[src/rtl/popcnt_accumulator.sv]
// Beat-serial popcount of fingerprint vectors A, B and A&B, feeding the Tanimoto comparator.
// Optional framing check of i_Last against the beat counter: define POPCNT_LAST_CHECK_EN.
module popcnt_accumulator #(
    parameter int VECTOR_WIDTH = 35,
    parameter int BUS_WIDTH    = 20
) (
    input  logic                              clk,
    input  logic                              rst,
    input  logic                              i_Valid,
    input  logic [BUS_WIDTH-1:0]              i_VecA,
    input  logic [BUS_WIDTH-1:0]              i_VecB,
    input  logic                              i_Last,
    input  logic                              i_Clr,
    output logic                              o_Valid,
    output logic [$clog2(VECTOR_WIDTH+1)-1:0] o_CntA,
    output logic [$clog2(VECTOR_WIDTH+1)-1:0] o_CntB,
    output logic [$clog2(VECTOR_WIDTH+1)-1:0] o_CntC,
    output logic                              o_Err
);

    localparam int BEATS     = (VECTOR_WIDTH + BUS_WIDTH - 1) / BUS_WIDTH;
    localparam int LAST_BITS = VECTOR_WIDTH - (BEATS - 1) * BUS_WIDTH;
    localparam int CNT_WIDTH = $clog2(VECTOR_WIDTH + 1);
    localparam int PC_W      = $clog2(BUS_WIDTH + 1);
    localparam int BEAT_W    = (BEATS > 1) ? $clog2(BEATS) : 1;
    localparam logic [BUS_WIDTH-1:0] LAST_MASK = {BUS_WIDTH{1'b1}} >> (BUS_WIDTH - LAST_BITS);

    function automatic logic [PC_W-1:0] popcount(input logic [BUS_WIDTH-1:0] v);
        logic [PC_W-1:0] n;
        n = '0;
        for (int i = 0; i < BUS_WIDTH; i++) begin
            n = n + PC_W'(v[i]);
        end
        return n;
    endfunction

    logic [BEAT_W-1:0]    beat_cnt;
    logic                 is_last_p0;
    logic [BUS_WIDTH-1:0] mask_p0;
    logic [BUS_WIDTH-1:0] a_msk_p0;
    logic [BUS_WIDTH-1:0] b_msk_p0;

    logic [PC_W-1:0]      cnt_a_p1;
    logic [PC_W-1:0]      cnt_b_p1;
    logic [PC_W-1:0]      cnt_c_p1;
    logic                 vld_p1;
    logic                 last_p1;

    logic [CNT_WIDTH-1:0] acc_a;
    logic [CNT_WIDTH-1:0] acc_b;
    logic [CNT_WIDTH-1:0] acc_c;

    // Stage 0: beat position and padding mask for the final beat
    assign is_last_p0 = (beat_cnt == BEAT_W'(BEATS - 1));
    assign mask_p0    = is_last_p0 ? LAST_MASK : {BUS_WIDTH{1'b1}};
    assign a_msk_p0   = i_VecA & mask_p0;
    assign b_msk_p0   = i_VecB & mask_p0;

    // Stage 1: per-beat popcounts
    always_ff @(posedge clk or negedge rst) begin
        if (!rst) begin
            beat_cnt <= '0;
            vld_p1   <= 1'b0;
            last_p1  <= 1'b0;
            cnt_a_p1 <= '0;
            cnt_b_p1 <= '0;
            cnt_c_p1 <= '0;
        end else if (i_Clr) begin
            beat_cnt <= '0;
            vld_p1   <= 1'b0;
        end else begin
            vld_p1 <= i_Valid;
            if (i_Valid) begin
                beat_cnt <= is_last_p0 ? '0 : beat_cnt + BEAT_W'(1);
                last_p1  <= is_last_p0;
                cnt_a_p1 <= popcount(a_msk_p0);
                cnt_b_p1 <= popcount(b_msk_p0);
                cnt_c_p1 <= popcount(a_msk_p0 & b_msk_p0);
            end
        end
    end

    // Stage 2: accumulate; on the last beat publish and restart with no bubble
    always_ff @(posedge clk or negedge rst) begin
        if (!rst) begin
            acc_a   <= '0;
            acc_b   <= '0;
            acc_c   <= '0;
            o_Valid <= 1'b0;
            o_CntA  <= '0;
            o_CntB  <= '0;
            o_CntC  <= '0;
        end else if (i_Clr) begin
            acc_a   <= '0;
            acc_b   <= '0;
            acc_c   <= '0;
            o_Valid <= 1'b0;
        end else begin
            o_Valid <= vld_p1 && last_p1;
            if (vld_p1) begin
                if (last_p1) begin
                    o_CntA <= acc_a + CNT_WIDTH'(cnt_a_p1);
                    o_CntB <= acc_b + CNT_WIDTH'(cnt_b_p1);
                    o_CntC <= acc_c + CNT_WIDTH'(cnt_c_p1);
                    acc_a  <= '0;
                    acc_b  <= '0;
                    acc_c  <= '0;
                end else begin
                    acc_a <= acc_a + CNT_WIDTH'(cnt_a_p1);
                    acc_b <= acc_b + CNT_WIDTH'(cnt_b_p1);
                    acc_c <= acc_c + CNT_WIDTH'(cnt_c_p1);
                end
            end
        end
    end

`ifdef POPCNT_LAST_CHECK_EN
    // Framing error is sticky and purely diagnostic; counting follows beat_cnt regardless
    always_ff @(posedge clk or negedge rst) begin
        if (!rst) begin
            o_Err <= 1'b0;
        end else if (i_Clr) begin
            o_Err <= 1'b0;
        end else if (i_Valid && (i_Last != is_last_p0)) begin
            o_Err <= 1'b1;
        end
    end
`else
    logic unused_last;
    assign unused_last = i_Last;
    assign o_Err       = 1'b0;
`endif

endmodule

[config.mk]
export PLATFORM = sky130hd
export DESIGN_NAME = popcnt_accumulator
export DESIGN_NICKNAME = d
export VERILOG_FILES = /design/src/rtl/popcnt_accumulator.sv
export SDC_FILE = /design/constraint.sdc
export NUM_CORES = 1
export LEC_CHECK = 0
export CORE_MARGIN = 1
export CORE_UTILIZATION = 59
export CTS_CLUSTER_SIZE = 25
export DETAILED_ROUTE_END_ITERATION = 16
export GPL_TIMING_DRIVEN = 0
export PLACE_DENSITY = 0.86
export SYNTH_ARGS = -nofsm -noshare
export SYNTH_HDL_FRONTEND = slang
export SYNTH_SLANG_ARGS = --single-unit
[constraint.sdc]
create_clock -name clk -period 11.5 [get_ports clk]
set_clock_uncertainty 0.05 [all_clocks]
set_input_delay 2.3 -clock clk [delete_from_list [all_inputs] [get_ports clk]]
set_output_delay 2.3 -clock clk [all_outputs]
set_load 0.02 [all_outputs]
==> reports/results.txt, run 1 <==
Worst EP arrival - 6.64 ns
Skew-Pair Late Insertion Delay - 0.30 ns
H-Tree Depth - 2
NumNets Final - 601
WP data required - 11.64 ns
Leak - 2.64 nW
Slew Viols, Final - 0
Clk pin slew, worst setup/hold paths - 0.09 ns
Post-Syn Nets - 531
Antenna fix cells - 0
Setup ws final - 5.01 ns
Max Fclk - 0.154 GHz
Crit share post-route - 56.5%
Drt drc - 0
Root buffer cell - clkbuf_8
Sequential area share after synthesis - 32.5%
Layout cells sized above 1 - 8.40%
# rows - 30
Yosys cell types - 31
Outcome - completed
# resized after CTS - 0
Power per cell area - 193 nW/um^2
Synthesized flop and latch total - 55
Largest net degree at the start of global routing - 43
Max Cap Viol - 0
Routed wire per std cell - 14.2 um
Initial antenna violation count - 0
Cts hold-fix bufs - 0
CP Launch Type - input pin
Via count - 2,963
Post-CTS Repair Setup Buffers - 0
Max stage delay cell, worst path - fa_1
Number of buffers created by CTS - 5
Die Wd - 86.7 um
Filler Cells Inserted - 503
GRT Resource Usage Total - 24.6%
Most frequent cells in the layout - inv_1 (79), clkdlybuf4s50_1 (61), dfrtp_1 (55), nand2_1 (47), fa_1 (45)
Critical Path Fanout Max - 2
Warnings, synthesis - 0
Maximum vdd ir drop - 0.0000824 V
Worst path buffer plus inverter count - 4
Pre-CTS setup slack - 4.67 ns
Die area - 7520 sq um
Area delta synth->final - 20.1%
Multi-input logic area - 2500 sq um
Initial Util - 61.7%
Vias in the first global route - 3,206
Crit path max-delay family - adder cells
CTS tree - yes
Final Total Pwr - 0.984 mW
Port-buffer cells - 62
TritonRoute pass-1 iters - 4
Mapped Cells - 405
CP dominant cell by count - fa_1
RePlAce Congestion - 0.887
Die H - 86.7 um
Crit end category - flip-flop
Setup CP Type - input pin to flip-flop
Leading cell type in the layout, fill and taps excluded - inv_1
Fin Setup TNS - 0 ns
Placed cell area - 4990 sq um
First-pass GRT wire length - 14.2 mm
RSZ-0062 raised after global routing - false
GR Overflow Total - 0
Vias per cell - 5.18
CP cell instances - clkdlybuf4s50_1 -> nand2_1 -> fa_1 -> inv_1 -> fa_1 -> inv_1 -> fa_1 -> fa_1 -> inv_1 -> fa_1 -> ha_1 -> fa_1 -> a21oi_1 -> nor2_1 -> nor2_1 -> o21ai_0
Setup violators final - 0
Period minus WS final - 6.49 ns
Post-route cell area - 5090 sq um
Overall routed net length - 8.11 mm
I/O pins - 65
Final hold violation count - 0
Hold Path Class - flip-flop to flip-flop
Cell Area, Synth - 4240 sq um
Clock Sinks - 55
Synth Area per Inst - 10.5 sq um
Max Root-Sink Buffers - 2
Final hold slack - 0.431 ns
Core area - 6870 sq um
Register Area - 1380 sq um
Slowest Stage Delay on Critical Path - 0.55 ns
DP HPWL - 6.92 mm
Starting DRT DRC Count - 110
Routed Antenna Nets - 0
[metal layers]
metal  GRT usage, %  routed length [um]  vias to the layer above
li1               -                   -                     1406
met2           48.0                4440                       78
met4           6.67                 145                        0
met3           2.95                 275                       12
met5              0                   0                        -
met1           28.2                3250                     1467
[final timing paths]
check	from	endpoint	slack, ns	cells past startpoint
worst min-delay path	o_CntA[1]	o_CntA[1]	0.43	2
worst min register to register	o_CntA[1]	o_CntA[1]	0.43	2
worst max register to register	beat_cnt	cnt_c_p1[4]	6.67	16
min in group asynchronous	rst	o_CntA[4]	1.83	1
max in group asynchronous	rst	cnt_b_p1[1]	9.05	2
worst max-delay path	i_VecB[11]	cnt_c_p1[4]	5.01	16
[power by group]
group / total (mW) / switching, mW / internal [mW]
logic: 0.586 / 0.303 / 0.283
clock network: 0.110 / 0.0609 / 0.0495
registers: 0.288 / 0.0387 / 0.250
[Yosys cell counts, drive strengths merged]
master | count | area share (%)
inv | 80 | 7.1
dfrtp | 55 | 32
nand2 | 47 | 4.2
fa | 45 | 21
ha | 36 | 11
nor2 | 20 | 1.8
a22o | 15 | 3.1
mux2 | 15 | 4.2
o21ai | 13 | 1.5
a21oi | 11 | 1.3
xnor2 | 11 | 2.3
buf | 9 | 1.3
xor2 | 8 | 1.7
a21o | 6 | 1.1
nand2b | 6 | 0.89
and2 | 5 | 0.74
nand3b | 5 | 1.2
nor2b | 5 | 0.74
a211oi | 3 | 0.53
o211ai | 3 | 0.53
o31ai | 3 | 0.89
a2bb2oi | 1 | 0.21
clkbuf | 1 | 0.089
conb | 1 | 0.089
nor3b | 1 | 0.30
[worst min-delay path, cell delays in order (launching register included)]
cell	delay, ns
dfrtp_1	0.35
nand2_1	0.05
nand2_1	0.05
[through the flow]
step,instances,util [%]
5_1_grt,572,74.1
2_1_floorplan,405,-
4_1_cts,572,74.1
6_report,572,74.1
3_3_place_gp,563,72.5
3_5_place_dp,564,72.7
[registers in the layout, summed over array words and instances, names as in the netlist]
register  cells
cnt_b_p1      5
acc_c         6
beat_cnt      1
o_CntB        6
o_CntC        6
acc_b         6
o_CntA        6
cnt_c_p1      5
vld_p1        1
o_Valid       1
cnt_a_p1      5
last_p1       1
acc_a         6
[cells by family after synthesis]
| logic type | count (synthesis) | synth area share, % |
|---|---|---|
| adder cells (fa/ha/maj) | 81 | 31.9 |
| flip-flops | 55 | 32.5 |
| AO/OA/AOI/OAI | 55 | 9.16 |
| multiplexers | 15 | 4.16 |
| AND/OR/NAND/NOR | 89 | 9.83 |
| other | 1 | 0.0885 |
| XOR/XNOR | 19 | 3.93 |
| buffers and inverters | 90 | 8.45 |
[layout make-up]
type                            instances  area share [%]
Buffer                                 10            1.13
Multi-Input combinational cell        260            49.2
Clock inverter                          1           0.172
Inverter                               80            5.90
Timing Repair Buffer                   63            12.5
Clock buffer                            7            1.70
Sequential cell                        55            27.1
Tap cell                               96            2.36
No activity file was read; power rests on OpenSTA's default activity.
==> run 2, diff against run 1 <==
- CORE_UTILIZATION: 59 -> 55
- PLACE_DENSITY: 0.86 -> 0.81
- clock period: 11.5 -> 6.8 ns (I/O delays scaled with it)
==> reports/results.txt, run 2 (synthesized netlist as in run 1, its figures left out) <==
Outcome - completed
Fin Setup TNS - 0 ns (unchanged)
Final hold violation count - 0 (unchanged)
Antenna fix cells - 0 (unchanged)
CP cell instances - clkdlybuf4s50_1 -> inv_1 -> nor2_1 -> fa_1 -> inv_1 -> fa_1 -> fa_1 -> fa_1 -> inv_1 -> fa_1 -> ha_1 -> fa_1 -> a21oi_1 -> nor2_1 -> nor2_1 -> o21ai_0
Vias per cell - 5.13 (-0.98%)
Final hold slack - 0.432 ns (+0.000428 ns)
First-pass GRT wire length - 14.1 mm (-0.63%)
Skew-Pair Late Insertion Delay - 0.30 ns (about the same)
Worst path buffer plus inverter count - 4 (unchanged)
Post-CTS Repair Setup Buffers - 0 (unchanged)
I/O pins - 65 (unchanged)
Area delta synth->final - 19.6%
Layout cells sized above 1 - 8.02% (-0.39 points)
Setup violators final - 0 (unchanged)
Routed Antenna Nets - 0 (unchanged)
Max Cap Viol - 0 (unchanged)
Finished Layout Cells - 573 (+0.17%)
Filler Cells Inserted - 548 (+8.9%)
Leak - 2.63 nW (-0.43%)
Via count - 2,939 (-0.81%)
Final Total Pwr - 1.64 mW (+66%)
Maximum vdd ir drop - 0.000143 V (+73%)
GR Overflow Total - 0 (unchanged)
Dpl cells - 567 (+0.53%)
H-Tree Depth - 2 (unchanged)
DP HPWL - 6.83 mm (-1.3%)
Leading cell type in the layout, fill and taps excluded - inv_1
RSZ-0062 raised after global routing - false
Crit path max-delay family - adder cells
Fin util - 69.1% (-4.9 points)
GRT Resource Usage Total - 21.9% (-2.7 points)
Rel. slew slack - 66.0%
Starting DRT DRC Count - 103 (-6.4%)
Worst reg2reg setup slack - 1.98 ns (-4.69 ns)
Hold Path Class - flip-flop to flip-flop
Cts hold-fix bufs - 0 (unchanged)
CP dominant cell by count - fa_1
TritonRoute pass-1 iters - 4 (unchanged)
Drt drc - 0 (unchanged)
Clock Sinks - 55 (unchanged)
Overall routed net length - 8.08 mm (-0.39%)
Setup CP Type - input pin to flip-flop
Period minus WS final - 5.51 ns
Die H - 89.8 um (+3.5%)
Critical Path Fanout Max - 2 (unchanged)
Worst EP arrival - 5.64 ns (-1.00 ns)
CTS tree - yes
Crit end category - flip-flop
Routed wire per std cell - 14.1 um (-0.57%)
Most frequent cells in the layout - inv_1 (79), clkdlybuf4s50_1 (61), dfrtp_1 (55), nand2_1 (47), fa_1 (45)
Setup ws final - 1.29 ns (-3.71 ns)
Initial Util - 57.8% (-3.9 points)
NumNets Final - 601 (unchanged)
WP data required - 6.93 ns (-4.71 ns)
Pre-CTS setup slack - 0.965 ns (-3.70 ns)
# rows - 31 (+3.3%)
Slew Viols, Final - 0 (unchanged)
Post-route cell area - 5070 sq um (-0.37%)
Worst hold start - o_CntC[5]
Die Wd - 89.8 um (+3.5%)
Number of buffers created by CTS - 5 (unchanged)
Largest net degree at the start of global routing - 43 (unchanged)
Power per cell area - 323 nW/um^2 (+67%)
Port-buffer cells - 62 (unchanged)
Clk pin slew, worst setup/hold paths - 0.09 ns (about the same)
Crit share post-route - 81.0%
CP Launch Type - input pin
Placed cell area - 5000 sq um (about the same)
Max Fclk - 0.182 GHz
Die area - 8060 sq um (+7.1%)
Crit path from - i_VecA[0]
Vias in the first global route - 3,181 (-0.78%)
Max Root-Sink Buffers - 2 (unchanged)
Worst slew pin tran - 0.511 ns
Root buffer cell - clkbuf_8
Core area - 7330 sq um (+6.7%)
Max stage delay cell, worst path - fa_1
# resized after CTS - 0 (unchanged)
Initial antenna violation count - 0 (unchanged)
Critical R2R Launch - beat_cnt
RePlAce Congestion - 0.875 (-1.3%)
Slowest Stage Delay on Critical Path - 0.55 ns (about the same)
-- run 2: path summary, 6_finish.rpt --
path / end / depth (start not counted)
worst max-delay path: cnt_c_p1[4] / 16
worst min-delay path: o_CntC[5] / 2
worst max register to register: cnt_c_p1[4] / 16
worst min register to register: o_CntC[5] / 2
max in group asynchronous: acc_c[3] / 2
min in group asynchronous: acc_a[2] / 1
-- run 2: per-layer routing --
metal | up-vias | routed length, um | track usage (%)
met5 | - | 0 | 0
met4 | 0 | 219 | 8.06
met3 | 20 | 264 | 2.20
met2 | 78 | 4370 | 41.7
met1 | 1434 | 3220 | 25.2
li1 | 1407 | - | -
-- run 2: final cells by class --
| cell class | instances | area, sq um | area share (%) |
|---|---|---|---|
| well taps | 99 | 124 | 2.44 |
| plain buffers | 10 | 57.6 | 1.14 |
| inverters | 80 | 300 | 5.92 |
| repair buffers | 63 | 636 | 12.5 |
| flip-flops and latches | 55 | 1380 | 27.2 |
| multi-input cells | 260 | 2500 | 49.4 |
| clock buffers | 6 | 72.6 | 1.43 |
-- run 2: worst min-delay path: cells and delay by family, from the launching register on --
kind | cells | cell delay, ns
DFF | 1 | 0.35
AOI/OAI and AO/OA | 1 | 0.06
and+or+nand+nor | 1 | 0.04
-- run 2: where the power goes --
group          leakage, nW  internal (mW)  switching [mW]
registers            0.722          0.422          0.0672
logic                 1.87          0.475           0.506
clock network       0.0371         0.0689          0.0951
